**src/rtl/pwm_sample_feeder.sv**
```systemverilog
// Paced FIFO consumer for the PWM DAC: pops one sample per period, converts 12-bit ADC codes
// to 8-bit PWM codes, and ramps to midscale when the FIFO underruns.
module pwm_sample_feeder #(
    parameter int unsigned DIV       = 2500,
    parameter logic [7:0]  MIDSCALE  = 8'h80,
    parameter int unsigned RAMP_STEP = 1
) (
    input  logic        clk110,
    input  logic        RESET,
    input  logic [15:0] fifo_rd_data,
    input  logic        fifo_empty_n,
    output logic        fifo_rd,
    output logic [7:0]  sample,
    output logic        sample_valid,
    output logic        active,
    output logic [15:0] underrun_cnt
);

    typedef enum logic [1:0] {IDLE, PLAY, DRAIN} state_t;

    localparam logic [15:0]        DIV_LAST = 16'(DIV - 1);
    localparam logic signed [8:0]  STEP     = 9'(RAMP_STEP);

    state_t      st;
    logic [15:0] cnt_p0;
    logic        tick_p0;
    logic [7:0]  conv_p0;

    // Round half-up on bit 3; the top code saturates instead of wrapping to zero.
    function automatic logic [7:0] round_sat(input logic [11:0] d);
        logic [8:0] s;
        s = {1'b0, d[11:4]} + {8'd0, d[3]};
        return s[8] ? 8'hFF : s[7:0];
    endfunction

    // One ramp step toward MIDSCALE, clamped so the final step lands exactly on it.
    function automatic logic [7:0] ramp_toward_mid(input logic [7:0] cur);
        logic signed [8:0] diff;
        diff = $signed({1'b0, MIDSCALE}) - $signed({1'b0, cur});
        if (diff > STEP)
            diff = STEP;
        else if (diff < -STEP)
            diff = -STEP;
        return 8'($signed({1'b0, cur}) + diff);
    endfunction

    assign tick_p0 = (cnt_p0 == DIV_LAST);
    assign conv_p0 = round_sat(fifo_rd_data[11:0]);

    always_ff @(posedge clk110) begin
        if (!RESET)
            cnt_p0 <= 16'd0;
        else if (tick_p0)
            cnt_p0 <= 16'd0;
        else
            cnt_p0 <= cnt_p0 + 16'd1;
    end

    // Stage p0 -> outputs: every strobe and sample update lands one cycle after the tick.
    always_ff @(posedge clk110) begin
        if (!RESET) begin
            st           <= IDLE;
            fifo_rd      <= 1'b0;
            sample       <= MIDSCALE;
            sample_valid <= 1'b0;
            active       <= 1'b0;
            underrun_cnt <= 16'd0;
        end else begin
            fifo_rd      <= 1'b0;
            sample_valid <= 1'b0;
            if (tick_p0) begin
                case (st)
                    IDLE: begin
                        if (fifo_empty_n) begin
                            sample       <= conv_p0;
                            fifo_rd      <= 1'b1;
                            sample_valid <= 1'b1;
                            st           <= PLAY;
                            active       <= 1'b1;
                        end
                    end
                    PLAY: begin
                        if (fifo_empty_n) begin
                            sample       <= conv_p0;
                            fifo_rd      <= 1'b1;
                            sample_valid <= 1'b1;
                        end else begin
                            st <= DRAIN;
                            if (underrun_cnt != 16'hFFFF)
                                underrun_cnt <= underrun_cnt + 16'd1;
                        end
                    end
                    DRAIN: begin
                        if (fifo_empty_n) begin
                            sample       <= conv_p0;
                            fifo_rd      <= 1'b1;
                            sample_valid <= 1'b1;
                            st           <= PLAY;
                        end else if (sample == MIDSCALE) begin
                            st     <= IDLE;
                            active <= 1'b0;
                        end else begin
                            sample       <= ramp_toward_mid(sample);
                            sample_valid <= 1'b1;
                        end
                    end
                    default: begin
                        st     <= IDLE;
                        active <= 1'b0;
                    end
                endcase
            end
        end
    end

endmodule

```
**config.mk**
```make
export PLATFORM = sky130hd
export DESIGN_NAME = pwm_sample_feeder
export DESIGN_NICKNAME = d
export VERILOG_FILES = /design/src/rtl/pwm_sample_feeder.sv
export SDC_FILE = /design/constraint.sdc
export NUM_CORES = 1
export LEC_CHECK = 0
export BUFFER_PORTS_ARGS = -buffer_cell sky130_fd_sc_hd__buf_2
export CORE_MARGIN = 2
export CORE_UTILIZATION = 58
export CTS_BUF_LIST = sky130_fd_sc_hd__clkbuf_4
export DETAILED_ROUTE_END_ITERATION = 16
export GPL_TIMING_DRIVEN = 0
export PLACE_DENSITY_LB_ADDON = 0.2
export SLEW_MARGIN = 15
export SYNTH_ARGS = -nofsm -noshare
export SYNTH_HDL_FRONTEND = slang
export SYNTH_SLANG_ARGS = --single-unit
```
**constraint.sdc**
```tcl
create_clock -name clk110 -period 3.56 [get_ports clk110]
set_input_delay 0.712 -clock clk110 [delete_from_list [all_inputs] [get_ports clk110]]
set_output_delay 0.712 -clock clk110 [all_outputs]
set_load 0.005 [all_outputs]
```
==> results <==
- The power density over the cells is 278 nW/µm².
- The TritonCTS clock tree is done.
- A synthesized cell averages 8.77 µm².
- The instance count of the mapped netlist is 314.
- At the later pin of the worst-skew pair, clock insertion delay measures 370 ps.
- The count of state elements after synthesis is 45.
- The first global-routing pass estimated 9.83 mm of wire.
- Across all setup checks in the final design, the least slack found is 143 ps.
- The pin count of the biggest net entering global routing is 15.
- The max-capacitance violation count is 0.
- In the post-synthesis netlist, the biggest area contributors are dfxtp_1, xnor2_1, ha_1, nor2_1, xor2_1.
- The placeable core area is 4660 µm².
- The signal on the critical path passes through inv_1, ha_1, nor2b_1, o22ai_2, a21oi_2, and4_1, a311oi_2, or3_1, ha_1, inv_1, fa_2, nor2b_2, o31a_1, o21a_1, nor3_1, nor3_1, o311a_1.
- The number of buffers on the longest clock path is 2.
- For this run the aggregate overflow at the end of global routing stands at 0.
- The peak clock frequency supported by timing is 293 MHz.
- After filler insertion, the fill cell instance count of the layout stands at 397.
- The run finished with clean final reports.
- The number of antenna diodes in the final layout is 0.
- The post-synth net total is 347.
- CTS placed an instance of clkbuf_4 at the clock tree root.
- The clock-pin slew of the registers on the worst-case setup and hold paths is 140 ps.
- The final weighted congestion in routability-driven placement is 0.800.
- After synthesis, the largest area contributor takes up 32.7% of total cell area.
- The floorplan step set the die height to 72.9 µm.
- The total number of vias is 2,353.
- Counting instances, the worst hold path has a depth of 1.
- The final HPWL from detailed placement is 4.44 mm.
- The sequential cell area is 908 µm².
- The reported leakage power is 1.35 nW.
- The number of cells in the finished layout apart from fillers is 416.
- After detailed routing, the number of remaining DRC violations is 0.
- For the worst flop-to-flop path, the logic depth is 17.
- Global routing consumed, over all layers together, 23.6% of the routing resources.
- Once detail routing completed, the nets flagged for antenna violations numbered 0.
- In this run the tightest slew margin relative to its limit is 69.4%.
- The count of endpoints failing setup in the final report is 0.
- In the synthesized netlist, the cells that appear most often are dfxtp_1, nor2_1, nand2_1, xnor2_1, and3_1.
- Cells with a size suffix above 1 make up 24.9% of the layout.
- The actual slew at the worst max-slew pin is 459 ps.
- The slowest library cell on the worst path is dfxtp_4.
- The type of element capturing the critical path is a flip-flop.
- The violation count after the first detailed-routing iteration is 74.
- The initial antenna violation count is 0.
- The worst path needs 3420 ps of the cycle, external delays included.
- The count of H-tree levels built during CTS is 2.
- Row generation in the floorplan step produced 25 rows.
- Yosys instantiated no cell more often than dfxtp_1.
- In this run the cell area of the synthesized design comes to 2750 µm².
- In this run, placement finished with an instance count of 406.
- The required time reported for the critical path endpoint is 3830 ps.
- During synthesis, Yosys emitted a total of 0 warnings.
- Port buffering added 38 buffers.
- The largest single stage delay on the critical path is 400 ps.
- After clock tree synthesis, the flow added hold-fix buffers numbering 0.
- The most used flip-flop cell after synthesis is dfxtp_1.
- The max-slew violation count is 0.
- The worst hold slack across all endpoints is 467 ps.
- The vias per cell is 5.66.
- The proportion of synthesized chip area in sequential cells is 32.7%.
- The die area is 5320 µm².
- At the end of the flow, the number of nets in the layout was 394.
- In the final routed layout, each cell accounts on average for 14.3 µm.
- The number of I/O pins is 46.
- The worst register-to-register path has a setup slack of 140 ps.
- Once the floorplan was initialized, standard cells occupied 59.1% of the core.
- The final count of hold timing violations is 0.
- The multi-input combinational cells in the finished layout cover a total of 1790 µm².
- The maximum vdd ir drop is 0.214 mV.
- In this run the critical register-to-register path is launched from sample[0]$_SDFFE_PN0P_.
- The worst register-to-register path ends at sample[6]$_SDFFE_PN0P_.
- Counting flops with a built-in enable in the synthesized netlist gives 0.
- The clock buffer count from CTS is 5.
- The final critical-path share of the clock period is 96.0%.
- The horizontal die dimension is 72.9 µm.
- The path type of the worst setup path is flip-flop to flip-flop.
- The kind of start point of the critical path is a flip-flop.
- At the placement stage, the worst setup path has a slack of -32.3 ps.
- The maximum fanout along the worst path is 5.
- The type of the tightest min-delay check is flip-flop to flip-flop.
- The cell type with the largest total area after synthesis is dfxtp_1.
- Of all flip-flops after synthesis, the portion carrying an async set or reset was 0%.
- The total length of routed wires is 5.94 mm.
- The via count of the first global-routing pass is 2,111.
- In this run, distinct cell masters in the synthesized netlist total 63.
- Before antenna repair, the detailed router went through 4 iterations.
- The worst clock skew is 6.51 ps.
- For hold timing, the worst endpoint is cnt_p0[0]$_SDFF_PP0_.
- The layout overhead on the synthesized area is 14.6%.
- The data arrival time of the critical path is 3690 ps.
- CTS saw 45 sinks.
- The source of the worst hold timing path is cnt_p0[0]$_SDFF_PP0_.
-- cells by family (layout without fill, tap and decap cells) --
logic type      Yosys count  in the layout  synth area share, %
compound gates           48             48                 12.4
xor+xnor                 36             36                 11.4
flops                    45             45                 32.7
buf+inv                  18             66                 3.59
fa+ha+maj                14             14                 6.63
simple gates            151            151                 32.4
mux                       2              2                0.772
-- metal layers --
| layer | global-route usage (%) | wire, µm |
|---|---|---|
| met4 | 7.61 | 90 |
| met5 | 0 | 0 |
| met3 | 4.56 | 232 |
| met2 | 38.6 | 2830 |
| met1 | 31.4 | 2780 |
-- worst max path at each step --
stage | from | endpoint | slack, ps | depth (start not counted)
finish | sample[0]$_SDFFE_PN0P_ | sample[6]$_SDFFE_PN0P_ | 140 | 17
global route | sample[0]$_SDFFE_PN0P_ | sample[6]$_SDFFE_PN0P_ | -7 | 17
CTS | sample[1]$_SDFFE_PN0P_ | sample[6]$_SDFFE_PN0P_ | 30 | 17
detailed placement | sample[0]$_SDFFE_PN0P_ | sample[6]$_SDFFE_PN0P_ | -30 | 17
global placement | sample[0]$_SDFFE_PN0P_ | sample[6]$_SDFFE_PN0P_ | 60 | 17
floorplan | sample[0]$_SDFFE_PN0P_ | sample[6]$_SDFFE_PN0P_ | 320 | 17
-- critical path: cells and delay by family (launching register included) --
kind                     cells  cell delay (ps)
AO/OA/AOI/OAI                6             1100
AND/OR/NAND/NOR              6             1050
adder cells (fa/ha/maj)      3              650
flip-flops                   1              400
buffers and inverters        2              140
-- state kept, by name (all words and copies together) (netlist names) --
| register | cells |
|---|---|
| active | 1 |
| cnt_p0 | 16 |
| fifo_rd | 1 |
| sample | 8 |
| sample_valid | 1 |
| st | 2 |
| underrun_cnt | 16 |
-- cell type report --
| type | instances | area share (%) |
|---|---|---|
| clock inverters | 2 | 1.23 |
| plain buffers | 9 | 2.06 |
| well taps | 54 | 2.14 |
| repair buffers | 40 | 6.50 |
| multi-input cells | 251 | 56.8 |
| flip-flops and latches | 45 | 28.8 |
| inverters | 9 | 1.07 |
| clock buffers | 6 | 1.43 |
-- report_power, final --
part,internal [W],switching [W]
sequential,0.000505,0.00000276
combinational,0.0000170,0.0000241
clock,0.000157,0.000171
-- metrics by stage --
stage | util [%] | area (µm²) | power [W] | TNS, ps
after floorplan | - | 2750 | 0.000544 | 0
after global placement | 64.6 | 3010 | 0.000561 | 0
after detailed placement | 64.6 | 3010 | 0.000561 | -32.3
after CTS | 66.6 | 3100 | 0.000888 | 0
after global routing | 67.7 | 3160 | 0.000911 | -7.36
final | 67.7 | 3160 | 0.000877 | 0
-- layout by cell type, fill, tap and decap left out, drive strengths merged, types with 7 or more instances in the layout --
cell type  netlist  layout
a21oi           12      12
and3            20      20
buf              5      45
clkbuf           1       7
dfxtp           45      45
ha              13      13
inv              9       9
nand2           24      24
nand3           10      10
nor2            43      43
nor3            18      18
nor4             8       8
o21a             9       9
xnor2           23      23
xor2            13      13
-- timing repair --
action / CTS / global route
gates resized for setup: 2 / 12
endpoints found under the setup margin: 3 / 4
pin swaps: 0 / 3
buffers inserted: 0 / 2
No activity file was read; power rests on OpenSTA's default activity.
